$ cat src/rtl/uvmt_obi_st_rst_ctrl.sv
// Reset controller for the OBI self-test bench: stretches the incoming reset,
// releases NUM_OUT domains one after another, services soft-reset requests
// and reports uptime and the number of soft resets taken.
module uvmt_obi_st_rst_ctrl #(
  parameter int NUM_OUT           = 3,
  parameter int MIN_ASSERT_CYCLES = 8,
  parameter int STAGGER_CYCLES    = 4,
  parameter int CNT_W             = 32
) (
  input  logic               clk,
  input  logic               reset,
  input  logic               soft_rst_req,
  output logic               soft_rst_ack,
  output logic [NUM_OUT-1:0] rst_out,
  output logic [NUM_OUT-1:0] rst_out_n,
  output logic               all_released,
  output logic [CNT_W-1:0]   uptime,
  output logic [7:0]         rst_count,
  output logic [1:0]         state
);

  localparam int CNT_MAX = (MIN_ASSERT_CYCLES > STAGGER_CYCLES) ? MIN_ASSERT_CYCLES : STAGGER_CYCLES;
  localparam int CW      = (CNT_MAX > 1) ? $clog2(CNT_MAX) : 1;
  localparam int SW      = (NUM_OUT > 1) ? $clog2(NUM_OUT) : 1;

  localparam logic [CW-1:0] ASSERT_LAST  = CW'(MIN_ASSERT_CYCLES - 1);
  localparam logic [CW-1:0] STAGGER_LAST = CW'(STAGGER_CYCLES - 1);
  localparam logic [SW-1:0] STAGE_LAST   = SW'(NUM_OUT - 1);

  typedef enum logic [1:0] {
    ST_ASSERT  = 2'd0,
    ST_RELEASE = 2'd1,
    ST_RUN     = 2'd2
  } state_e;

  state_e             cur_state;
  state_e             next_state;
  logic [CW-1:0]      cnt;
  logic [CW-1:0]      cnt_next;
  logic [SW-1:0]      stage;
  logic [SW-1:0]      stage_next;
  logic [NUM_OUT-1:0] rst_out_d;
  logic               ack_d;
  logic               all_rel_d;
  logic [CNT_W-1:0]   uptime_d;
  logic [7:0]         rst_count_d;
  logic               soft_take;

  assign soft_take = (cur_state == ST_RUN) && soft_rst_req;
  assign state     = cur_state;

  // State register plus every registered output; reset wins over all inputs
  always_ff @(posedge clk) begin
    if (reset) begin
      cur_state    <= ST_ASSERT;
      cnt          <= '0;
      stage        <= '0;
      rst_out      <= '1;
      rst_out_n    <= '0;
      soft_rst_ack <= 1'b0;
      all_released <= 1'b0;
      uptime       <= '0;
      rst_count    <= '0;
    end else begin
      cur_state    <= next_state;
      cnt          <= cnt_next;
      stage        <= stage_next;
      rst_out      <= rst_out_d;
      rst_out_n    <= ~rst_out_d;
      soft_rst_ack <= ack_d;
      all_released <= all_rel_d;
      uptime       <= uptime_d;
      rst_count    <= rst_count_d;
    end
  end

  // Next-state logic: stretch counter, stagger counter and soft-reset re-entry
  always_comb begin
    next_state = cur_state;
    cnt_next   = cnt;
    stage_next = stage;
    case (cur_state)
      ST_ASSERT: begin
        if (cnt == ASSERT_LAST) begin
          cnt_next   = '0;
          stage_next = '0;
          next_state = (NUM_OUT == 1) ? ST_RUN : ST_RELEASE;
        end else begin
          cnt_next = cnt + CW'(1);
        end
      end
      ST_RELEASE: begin
        if (cnt == STAGGER_LAST) begin
          cnt_next   = '0;
          stage_next = stage + SW'(1);
          if (stage_next == STAGE_LAST) begin
            next_state = ST_RUN;
          end
        end else begin
          cnt_next = cnt + CW'(1);
        end
      end
      ST_RUN: begin
        if (soft_take) begin
          next_state = ST_ASSERT;
          cnt_next   = '0;
          stage_next = '0;
        end
      end
      default: begin
        next_state = ST_ASSERT;
        cnt_next   = '0;
        stage_next = '0;
      end
    endcase
  end

  // Output logic: values the outputs take on the next edge
  always_comb begin
    rst_out_d   = rst_out;
    ack_d       = 1'b0;
    uptime_d    = uptime;
    rst_count_d = rst_count;
    case (cur_state)
      ST_ASSERT: begin
        rst_out_d = '1;
        if (cnt == ASSERT_LAST) begin
          rst_out_d[0] = 1'b0;
        end
      end
      ST_RELEASE: begin
        if (cnt == STAGGER_LAST) begin
          for (int i = 0; i < NUM_OUT; i++) begin
            if (SW'(i) == stage_next) begin
              rst_out_d[i] = 1'b0;
            end
          end
        end
      end
      ST_RUN: begin
        if (soft_take) begin
          rst_out_d   = '1;
          ack_d       = 1'b1;
          uptime_d    = '0;
          rst_count_d = (rst_count == 8'hFF) ? rst_count : rst_count + 8'd1;
        end else begin
          uptime_d = (uptime == {CNT_W{1'b1}}) ? uptime : uptime + CNT_W'(1);
        end
      end
      default: begin
        rst_out_d = '1;
      end
    endcase
    all_rel_d = ~|rst_out_d;
  end

endmodule

$ cat config.mk
export PLATFORM = sky130hd
export DESIGN_NAME = uvmt_obi_st_rst_ctrl
export DESIGN_NICKNAME = d
export VERILOG_FILES = /design/src/rtl/uvmt_obi_st_rst_ctrl.sv
export SDC_FILE = /design/constraint.sdc
export NUM_CORES = 1
export LEC_CHECK = 0
export ABC_AREA = 0
export CAP_MARGIN = 10
export CORE_UTILIZATION = 45
export DETAILED_ROUTE_END_ITERATION = 6
export DONT_BUFFER_PORTS = 1
export GPL_TIMING_DRIVEN = 1
export HOLD_SLACK_MARGIN = 0.12
export PLACE_DENSITY = 0.64
export SLEW_MARGIN = 20
export SYNTH_ARGS = -nofsm -noshare
export SYNTH_HDL_FRONTEND = slang
export SYNTH_SLANG_ARGS = --single-unit
$ cat constraint.sdc
create_clock -name clk -period 1.8 [get_ports clk]
set_input_delay 0.18 -clock clk [delete_from_list [all_inputs] [get_ports clk]]
set_output_delay 0.18 -clock clk [all_outputs]
set_load 0.02 [all_outputs]
# [Word level (Yosys, flattened, before mapping)]
# Cells that the tools add are included.
[word_totals] ff_bits=55
[classes] add_sub_neg=4 reduce_logical=9 eq_ne=14 muxes=23 bitwise=3
[ops] cell="two-way mux 32 bit" count=2
[ops] cell="adder 32 x 1 -> 32 bit, second input constant" count=1
[ops] cell="equality test 32 bit, second input constant" count=1
[ops] cell="case mux 3 bit (3 select lines)" count=2
[ops] cell="two-way mux 3 bit" count=5
[ops] cell="two-way mux 2 bit" count=7
[ops] cell="case mux 2 bit (3 select lines)" count=2
[ops] cell="inequality test 2 bit, second input constant" count=5
[ops] cell="adder 8 x 1 -> 8 bit, second input constant" count=1
[ops] cell="equality test 8 bit, second input constant" count=1
[ops] cell="two-way mux 1 bit" count=5
[ops] cell="equality test 2 bit, second input constant" count=2
[ops] cell="zero test 2 bit" count=2
[ops] cell="AND reduction 4 bit" count=1
[ops] cell="adder 3 x 1 -> 3 bit, second input constant" count=1
[ops] cell="equality test 3 x 2 -> 1 bit, second input constant" count=1
[ops] cell="equality test 3 bit, second input constant" count=1
[ops] cell="NOT 3 bit" count=1
[ops] cell="AND reduction 3 bit" count=1
[ops] cell="OR reduction 3 bit" count=1
[ops] cell="adder 2 x 1 -> 2 bit, second input constant" count=1
[ops] cell="equality test 1 x 2 -> 1 bit, first input constant" count=1
[ops] cell="equality test 2 x 1 -> 1 bit, second input constant" count=1
[ops] cell="equality test 2 bit, first input constant" count=1
[ops] cell="5 further kinds" count=6

# [Logic depth before layout (Yosys ltp)]
# Gate-level depths: netlist (run 1).
[depth] depth_word=10 mapped_depth=8 mapped_depth_nobuf=7

# [Worst setup path before layout (run 1)]
# OpenSTA, ideal clock, no wires.
[synth_path] kind="register to register" startpoint="register uptime[20]" endpoint="register uptime[17]" t_required_ps=1685 path_stages_with_launch=7 period_less_slack_ps=2093 arrival_time_ps=1979 setup_time_ps=115 setup_slack_ps=-293 n_path_buf=1 path_cell_list="dfxtp_1 > nand4_2 > or4_4 > o31ai_4 > buf_4 > nor4_1 > o21a_1"
[synth_via] elab_chain_cells=3
[synth_lines] element="from (decl)" line="17" source="output logic [CNT_W-1:0] uptime,"
[synth_lines] element="from (signal assigned)" line="72" source="uptime <= uptime_d;"
[synth_lines] element="equality test 32 bit" line="147" source="uptime_d = (uptime == {CNT_W{1'b1}}) ? uptime : uptime + CNT_W'(1);"
[synth_lines] element="inequality test 2 bit (no source line)"
[synth_lines] element="AND reduction 2 bit (no source line)"
# Every way passes these cells.
# A chain may end at the register's enable or synchronous reset.

# [Worst setup path in the final report (run 1)]
[layout_path] startpoint="register uptime[22]" endpoint="register uptime[0]"
# Same word-level chain as after synthesis.

==> flow_summary.rst, run 1 <==
.. list-table::
   :header-rows: 1

   * - Metric
     - Value
   * - Fraction of synthesized cell area in xor and xnor cells
     - 2.58%
   * - Arr. time, crit path
     - 2.01 ns
   * - Row Count
     - 27
   * - Worst path slowest cell
     - sky130_fd_sc_hd__or4_4
   * - Share of synthesized cell area in and, or, nand and nor gates
     - 30.3%
   * - Static leakage power
     - 1.36 nW
   * - Count of buffers inserted at the top-level ports
     - 0
   * - Synth Register Bits
     - 55
   * - Routed wire length
     - 6.91 mm
   * - Via count of the routed design
     - 2628
   * - Proportion of synthesized chip area in sequential cells
     - 40.6%
   * - Final Hold Slack
     - 0.0466 ns
   * - Initial core utilization
     - 48.1%
   * - Library cell with the highest instance count after synthesis
     - sky130_fd_sc_hd__dfxtp_1
   * - Number of iterations in the first detailed-routing pass
     - 5
   * - Power density cells
     - 552 nW/um2
   * - Iteration-0 DRC Markers
     - 107
   * - Share of the core filled with cells
     - 64.5%
   * - Biggest cell delay along the critical path
     - 0.55 ns
   * - Pins Over Slew Limit
     - 0
   * - Post-route fraction of the period consumed by the critical path
     - 102%
   * - Post-synthesis area per instance
     - 8.37 um2
   * - Multi-input gate area in the final layout
     - 1640 um2
   * - Register area
     - 1150 um2
   * - Outcome
     - finished with violations
   * - Final antenna diode count
     - 0
   * - Distinct cell type count after synthesis
     - 49
   * - Clock latency of the later-clocked register in the worst-skew pair
     - 0.31 ns
   * - Detailed-placement wirelength estimate
     - 4.89 mm
   * - Y dimension of the die
     - 79.6 um
   * - Clock Skews
     - 0.00678 ns
   * - Violated checks
     - setup timing
   * - Type of the worst setup path
     - reg -> reg
   * - Fraction of synthesized area in multiplexers
     - 1.48%
   * - Total Die Area
     - 6340 um2
   * - Adder-cell share of the synthesized area
     - 3.69%
   * - Number of buffers on the longest clock path
     - 2
   * - Total setup violations reported at the end of the flow
     - 6
   * - Area leader, netlist
     - sky130_fd_sc_hd__dfxtp_1
   * - Master cell of the clock root buffer
     - sky130_fd_sc_hd__clkbuf_8
   * - Required time of the worst setup path
     - 1.96 ns
   * - Combined area of all synthesized cells
     - 2710 um2
   * - Shortest period the worst path allows
     - 1.84 ns
   * - Remaining antenna violation count
     - 0
   * - Overall power consumption
     - 0.00201 W
   * - Global-route wire length before repair
     - 11.2 mm
   * - Die span in x
     - 79.6 um
   * - Unrepaired setup endpoints after global routing
     - true
   * - Number of synthesized flops with an enable pin
     - 0
   * - Clock sink count
     - 55
   * - Synth async-reset ratio
     - 0%
   * - Clock slew at reported path FFs
     - 0.10 ns
   * - Count of H-tree levels built during CTS
     - 2
   * - Nets in the synthesized netlist
     - 335
   * - Maximum number of pins on one net before global-route repair
     - 26
   * - Number of hold-repair buffers added at the cts stage
     - 6
   * - Maximum operating frequency
     - 543 MHz
   * - Remaining global-route overflow
     - 0
   * - Area of the placeable core
     - 5640 um2
   * - Clock tree from TritonCTS
     - done
   * - Area growth, synth to finish
     - 34.2%
   * - Count of maximum capacitance violations
     - 0
   * - Peak fanout along the critical path
     - 25
   * - Tightest Pin Transition
     - 0.880 ns
   * - Normalized max-slew margin
     - 41.2%
   * - Kind of start point of the critical path
     - flip-flop
   * - Category of the worst setup path capture point
     - flip-flop
   * - Ratio of routed vias to standard cells
     - 5.64
   * - Via count of the first global-routing pass
     - 2459
   * - Layout cells sized above 1
     - 35.8%
   * - Worst-case vdd ir drop
     - 0.000391 V
   * - Compound-Gate Fraction of Synth Area
     - 17.0%
   * - Minimum setup slack in the final design
     - -0.0432 ns
   * - Most instantiated cells after synthesis
     - sky130_fd_sc_hd__dfxtp_1, sky130_fd_sc_hd__a21oi_1, sky130_fd_sc_hd__nand2_1
   * - Average detailed-routed wire length per instance
     - 14.8 um
   * - DRC
     - 0
   * - Top-level I/O count
     - 53
   * - Kind of path behind the tightest hold check
     - in -> reg
   * - Global-route usage over all layers
     - 22.6%
   * - Gate count of the mapped netlist
     - 324
   * - Initial antenna violation count
     - 0
   * - Fill cells
     - 479
   * - Yosys warning count
     - 0
   * - Final hold vios
     - 0
   * - Nets
     - 404
   * - Top-area cell type share of the netlist area
     - 40.6%
   * - Prevailing post-synth register cell
     - sky130_fd_sc_hd__dfxtp_1
   * - Ordered list of cells on the worst path
     - nand4_4 > or4_4 > o31ai_4 > buf_12 > or3_1 > a21oi_1
   * - Top area cells in the synthesized netlist
     - sky130_fd_sc_hd__dfxtp_1, sky130_fd_sc_hd__a21oi_1, sky130_fd_sc_hd__or3_1, sky130_fd_sc_hd__nand2_1, sky130_fd_sc_hd__nor2_1
   * - Clock buffers created by TritonCTS
     - 5
   * - Main combinational cell family by area after synthesis
     - simple AND/OR/NAND/NOR gates
   * - Final weighted congestion in routability-driven placement
     - 0.811
cell families (layout without fill, tap and decap cells):
| group | Yosys count | count (layout) |
|---|---|---|
| compound gates | 73 | 73 |
| xor+xnor | 8 | 8 |
| fa+ha+maj | 8 | 8 |
| buf+inv | 26 | 96 |
| flops | 55 | 55 |
| mux | 4 | 4 |
| simple gates | 150 | 150 |
final cells by class:
| type | instances | share of cell area [%] |
|---|---|---|
| Multi-Input combinational cell | 243 | 45.0 |
| Clock buffer | 5 | 1.89 |
| Timing Repair Buffer | 77 | 17.1 |
| Tap cell | 72 | 2.48 |
| Clock inverter | 3 | 0.653 |
| Sequential cell | 55 | 31.7 |
| Inverter | 11 | 1.13 |
timing repair:
action,CTS,global route
setup buffers,1,3
pin swaps,8,11
hold endpoints to repair,29,1
resized for setup,10,29
endpoints found under the setup margin,24,29
cell usage in the layout, fill, tap and decap left out, types with 4 or more instances in the layout:
cell type and count:
sky130_fd_sc_hd__buf_4 67, sky130_fd_sc_hd__nand2_1 28, sky130_fd_sc_hd__dfxtp_1 28, sky130_fd_sc_hd__nor2_1 27, sky130_fd_sc_hd__a21oi_1 27, sky130_fd_sc_hd__or3_1 20
sky130_fd_sc_hd__dfxtp_2 19, sky130_fd_sc_hd__inv_1 11, sky130_fd_sc_hd__nand3_1 11, sky130_fd_sc_hd__nand4_1 11, sky130_fd_sc_hd__o21ai_0 9, sky130_fd_sc_hd__o21ai_1 8
sky130_fd_sc_hd__dfxtp_4 8, sky130_fd_sc_hd__xnor2_1 5, sky130_fd_sc_hd__or4_4 5, sky130_fd_sc_hd__ha_1 5, sky130_fd_sc_hd__clkbuf_8 5, sky130_fd_sc_hd__dlygate4sd3_1 5
sky130_fd_sc_hd__nor3_1 4, sky130_fd_sc_hd__o211ai_1 4, sky130_fd_sc_hd__and2_1 4, sky130_fd_sc_hd__o31ai_1 4, sky130_fd_sc_hd__mux2i_1 4
state kept, by name (all words and copies together) (netlist names):
register / cells
cnt: 3
rst_count: 8
all_released: 1
uptime: 32
soft_rst_ack: 1
stage: 2
rst_out_n: 3
rst_out: 3
state: 2
per-stage QoR:
stage,std cells,area (um2),TNS [ns],worst slack (ns)
after global routing,466,3640,-1.43,-0.140
final,466,3640,-0.129,-0.0432
after global placement,449,3310,-0.171,-0.0410
after CTS,464,3510,-0.131,-0.0369
after detailed placement,449,3310,-0.840,-0.0692
after floorplan,324,2780,-2.15,-0.160
worst max-delay path, delay by kind of cell (launching register included):
kind	cells	cell delay (ns)
buffers and inverters	1	0.20
and+or+nand+nor	3	0.77
AOI/OAI and AO/OA	2	0.35
DFF	1	0.37
routing by layer:
layer / vias up / share of wire [%] / global-route usage (%)
li1: 1330 / - / -
met1: 1224 / 46 / 28.1
met2: 68 / 47 / 38.5
met3: 6 / 6.0 / 5.60
met4: 0 / 1.1 / 6.55
met5: - / 0 / 0
worst paths after layout:
| kind | startpoint | endpoint | slack (ns) | cells past startpoint |
|---|---|---|---|---|
| worst min-delay path | reset | uptime[29] | 0.05 | 2 |
| worst max register to register | uptime[22] | uptime[0] | -0.04 | 6 |
| worst min register to register | stage[1] | stage[1] | 0.50 | 2 |
| worst max-delay path | uptime[22] | uptime[0] | -0.04 | 6 |
power breakdown:
group	leakage, nW	total (W)	switching [W]	internal [W]
Combinational	0.854	0.0000882	0.0000490	0.0000392
Sequential	0.459	0.00122	0.00000694	0.00121
Clock	0.0486	0.000704	0.000423	0.000280
Power figures use the tool's default switching activity.
==> inputs of run 2 (changes only) <==
- ABC_AREA: 0 -> 1
- CTS_BUF_LIST: not set -> sky130_fd_sc_hd__clkbuf_4
==> run 2 against run 1 <==
Net effect: the run now ends clean; combinational power is 14% lower; highest routed layer unchanged; routed wire length increased by 11%; cell area rose by 5.4%; global-route usage down 2.2 points; synthesized cell count rose by 44%; setup slack better by 0.11 ns; count of clock-buffer cells in the layout stayed put; power shrank 6.8%; flip-flop and latch count is the same; die area rose by 15%; clock skew grew 0.0028 ns; area after synthesis is 15% higher; largest cell class unchanged.
==> flow_summary.rst, run 2 <==
.. list-table::
   :header-rows: 1

   * - Metric
     - Value
   * - Outcome
     - completed
   * - Unrepaired setup endpoints after global routing
     - true
   * - Clock latency of the later-clocked register in the worst-skew pair
     - 0.39 ns
   * - Total setup violations reported at the end of the flow
     - 0
   * - Share of synthesized cell area in and, or, nand and nor gates
     - 42.0%
   * - Relative contribution of the clock network to total power
     - 30.3%
   * - Remaining global-route overflow
     - 0
   * - Combinational share of power
     - 4.1%
   * - Adder-cell share of the synthesized area
     - 3.21%
   * - Most frequent cells in the layout
     - sky130_fd_sc_hd__nand2_1, sky130_fd_sc_hd__nor2_1, sky130_fd_sc_hd__inv_1
   * - Proportion of synthesized chip area in sequential cells
     - 35.3%
   * - Tightest Pin Transition
     - 0.741 ns
   * - Normalized max-slew margin
     - 50.6%
   * - Count of buffers inserted at the top-level ports
     - 0
   * - Int Pwr
     - 0.00141 W
   * - Shortest period the worst path allows
     - 1.73 ns
   * - Kind of start point of the critical path
     - flip-flop
   * - Sequential share of power
     - 65.7%
   * - Row Count
     - 29
   * - Count of H-tree levels built during CTS
     - 2
   * - Compound-Gate Fraction of Synth Area
     - 7.58%
   * - Area of the placeable core
     - 6530 um2
   * - Synth Register Bits
     - 55
   * - Layout cells sized above 1
     - 20.7%
   * - Remaining antenna violation count
     - 0
   * - Initial antenna violation count
     - 0
   * - Peak fanout along the critical path
     - 6
   * - Post-synthesis area per instance
     - 6.71 um2
   * - Worst path slowest cell
     - sky130_fd_sc_hd__dfxtp_2
   * - Top-level I/O count
     - 53
   * - Number of buffers on the longest clock path
     - 2
   * - Area leader, netlist
     - sky130_fd_sc_hd__dfxtp_1
   * - Number of iterations in the first detailed-routing pass
     - 4
   * - Top-area cell type share of the netlist area
     - 35.3%
   * - Prevailing post-synth register cell
     - sky130_fd_sc_hd__dfxtp_1
   * - Clock buffers created by TritonCTS
     - 5
   * - Type of the worst setup path
     - reg -> reg
   * - Final hold vios
     - 0
   * - Static leakage power
     - 1.53 nW
   * - Maximum number of pins on one net before global-route repair
     - 43
   * - Final Hold Slack
     - 0.397 ns
   * - Count of maximum capacitance violations
     - 0
   * - Combined buffer and inverter count along the critical path
     - 1
   * - Gate count of the mapped netlist
     - 465
   * - Worst-case vdd ir drop
     - 0.000387 V
   * - Main combinational cell family by area after synthesis
     - simple AND/OR/NAND/NOR gates
   * - Number of placed cells counting well taps
     - 578
   * - Pins Over Slew Limit
     - 0
   * - Master cell of the clock root buffer
     - sky130_fd_sc_hd__clkbuf_4
   * - Required time of the worst setup path
     - 2.09 ns
   * - Global-route usage over all layers
     - 20.4%
   * - Nets
     - 536
   * - Die span in x
     - 85.3 um
   * - Arr. time, crit path
     - 2.02 ns
   * - Fraction of synthesized area in multiplexers
     - 0%
   * - Fraction of synthesized cell area in xor and xnor cells
     - 1.97%
   * - Distinct cell type count after synthesis
     - 37
   * - Largest register FFs
     - 32
   * - Iteration-0 DRC Markers
     - 177
   * - Largest delay contributor family on the critical path
     - simple AND/OR/NAND/NOR gates
   * - Clock slew at reported path FFs
     - 0.17 ns
   * - Nets in the synthesized netlist
     - 476
   * - Synth async-reset ratio
     - 0%
   * - Library cell with the highest instance count after synthesis
     - sky130_fd_sc_hd__nand2_1
   * - Largest registers in the final layout
     - uptime (32), rst_count (8)
   * - Switching share of power
     - 24.9%
   * - Maximum operating frequency
     - 577 MHz
   * - Category of the worst setup path capture point
     - flip-flop
   * - Final non-filler cell total
     - 603
   * - Commonest non-fill, non-tap cell in the layout
     - sky130_fd_sc_hd__nand2_1
   * - Most instantiated cells after synthesis
     - sky130_fd_sc_hd__nand2_1, sky130_fd_sc_hd__nor2_1, sky130_fd_sc_hd__dfxtp_1
   * - Net switching power
     - 0.000467 W
   * - Total Die Area
     - 7270 um2
   * - Final antenna diode count
     - 0
   * - Ordered list of cells on the worst path
     - ha_4 > nand2_4 > nor2_4 > nand2_4 > nor2_4 > nand3_4 > buf_12 > nand2_8 > o21bai_1 > nand2_1 > nor2_2
   * - Detailed-placement wirelength estimate
     - 5.32 mm
   * - Post-route fraction of the period consumed by the critical path
     - 96.3%
   * - Global-route wire length before repair
     - 12.0 mm
   * - Biggest cell delay along the critical path
     - 0.39 ns
   * - Final weighted congestion in routability-driven placement
     - 0.824
   * - Number of synthesized flops with an enable pin
     - 0
   * - Clock tree from TritonCTS
     - done
   * - Initial core utilization
     - 47.8%
   * - Average detailed-routed wire length per instance
     - 12.7 um
   * - Combined area of all synthesized cells
     - 3120 um2
   * - Top area cells in the synthesized netlist
     - sky130_fd_sc_hd__dfxtp_1, sky130_fd_sc_hd__nand2_1, sky130_fd_sc_hd__nor2_1, sky130_fd_sc_hd__inv_1, sky130_fd_sc_hd__nand3_1
   * - Power density cells
     - 488 nW/um2
   * - Clock sink count
     - 55
   * - Area growth, synth to finish
     - 23.0%
   * - Via count of the first global-routing pass
     - 2677
   * - Largest reg by FF count
     - uptime
   * - Yosys warning count
     - 0
   * - Kind of path behind the tightest hold check
     - in -> reg
   * - Ratio of routed vias to standard cells
     - 5.03
   * - Y dimension of the die
     - 85.3 um
   * - Via count of the routed design
     - 3032
   * - Routed wire length
     - 7.68 mm
   * - DRC
     - 0
   * - Clock Skews
     - 0.00953 ns
==> run 2: cell count changes after synthesis, moves of 9 or more <==
cell / previous run / this run
sky130_fd_sc_hd__nand3_1: 13 / 29
sky130_fd_sc_hd__or3_1: 20 / 0
sky130_fd_sc_hd__nand2_1: 30 / 128
sky130_fd_sc_hd__a21oi_1: 30 / 16
sky130_fd_sc_hd__inv_1: 11 / 53
sky130_fd_sc_hd__clkbuf_1: 12 / 3
sky130_fd_sc_hd__nor2_1: 28 / 87
==> run 2: per-stage QoR <==
step                power [W]  setup WS [ns]  utilization (%)  TNS (ns)  area (um2)
CTS                   0.00189       0.000128             55.1         0        3600
finish                0.00187         0.0659             58.8         0        3840
detailed placement    0.00131       -0.00381             53.4  -0.00381        3480
global route          0.00196        -0.0243             58.8   -0.0454        3840
global placement      0.00131         0.0209             53.4         0        3480
floorplan             0.00130         0.0817                -         0        3120
==> run 2: layer usage <==
layer	track usage [%]	vias to the layer above	wire length [um]
met5	0	-	0
met4	5.30	0	100
met3	6.81	10	561
met2	35.4	80	3610
met1	24.2	1356	3410
li1	-	1586	-
==> run 2: kinds of logic (layout without fill, tap and decap cells) <==
kind of cell,after synthesis,after routing
AOI/OAI and AO/OA,41,41
xor gates and xnor gates,7,7
adders and majority gates,8,8
buffers and inverters,66,124
DFF,55,55
and+or+nand+nor,288,291
==> run 2: final timing paths <==
check	from	endpoint	slack, ns	depth (start not counted)
worst max-delay path	uptime[1]	uptime[8]	0.07	11
worst max register to register	uptime[1]	uptime[8]	0.07	11
worst min-delay path	reset	soft_rst_ack	0.40	2
worst min register to register	cnt[0]	cnt[0]	0.45	1
==> run 2: final cells by class <==
class                   count  area, um2
flip-flops and latches     55       1110
clock inverters             3       20.0
well taps                  77       96.3
clock buffers               5       37.5
multi-input cells         347       1850
repair buffers             60        505
fillers                   627       2690
inverters                  56        218
==> run 2: what timing repair did <==
action                     CTS  global route
gates resized for setup      1            34
hold buffers                 5             1
hold endpoints to repair    25             1
setup buffers                0             8
pin swaps                    0             8
setup endpoints to repair    1            38
cloned                       0             3
==> run 2: power groups by stage <==
stage	combinational, W	clock [W]	sequential [W]
4_1_cts	0.0000723	0.000587	0.00123
5_1_grt	0.0000855	0.000646	0.00123
2_1_floorplan	0.0000488	0	0.00126
3_3_place_gp	0.0000554	0	0.00126
3_5_place_dp	0.0000573	0	0.00126
6_report	0.0000759	0.000567	0.00123
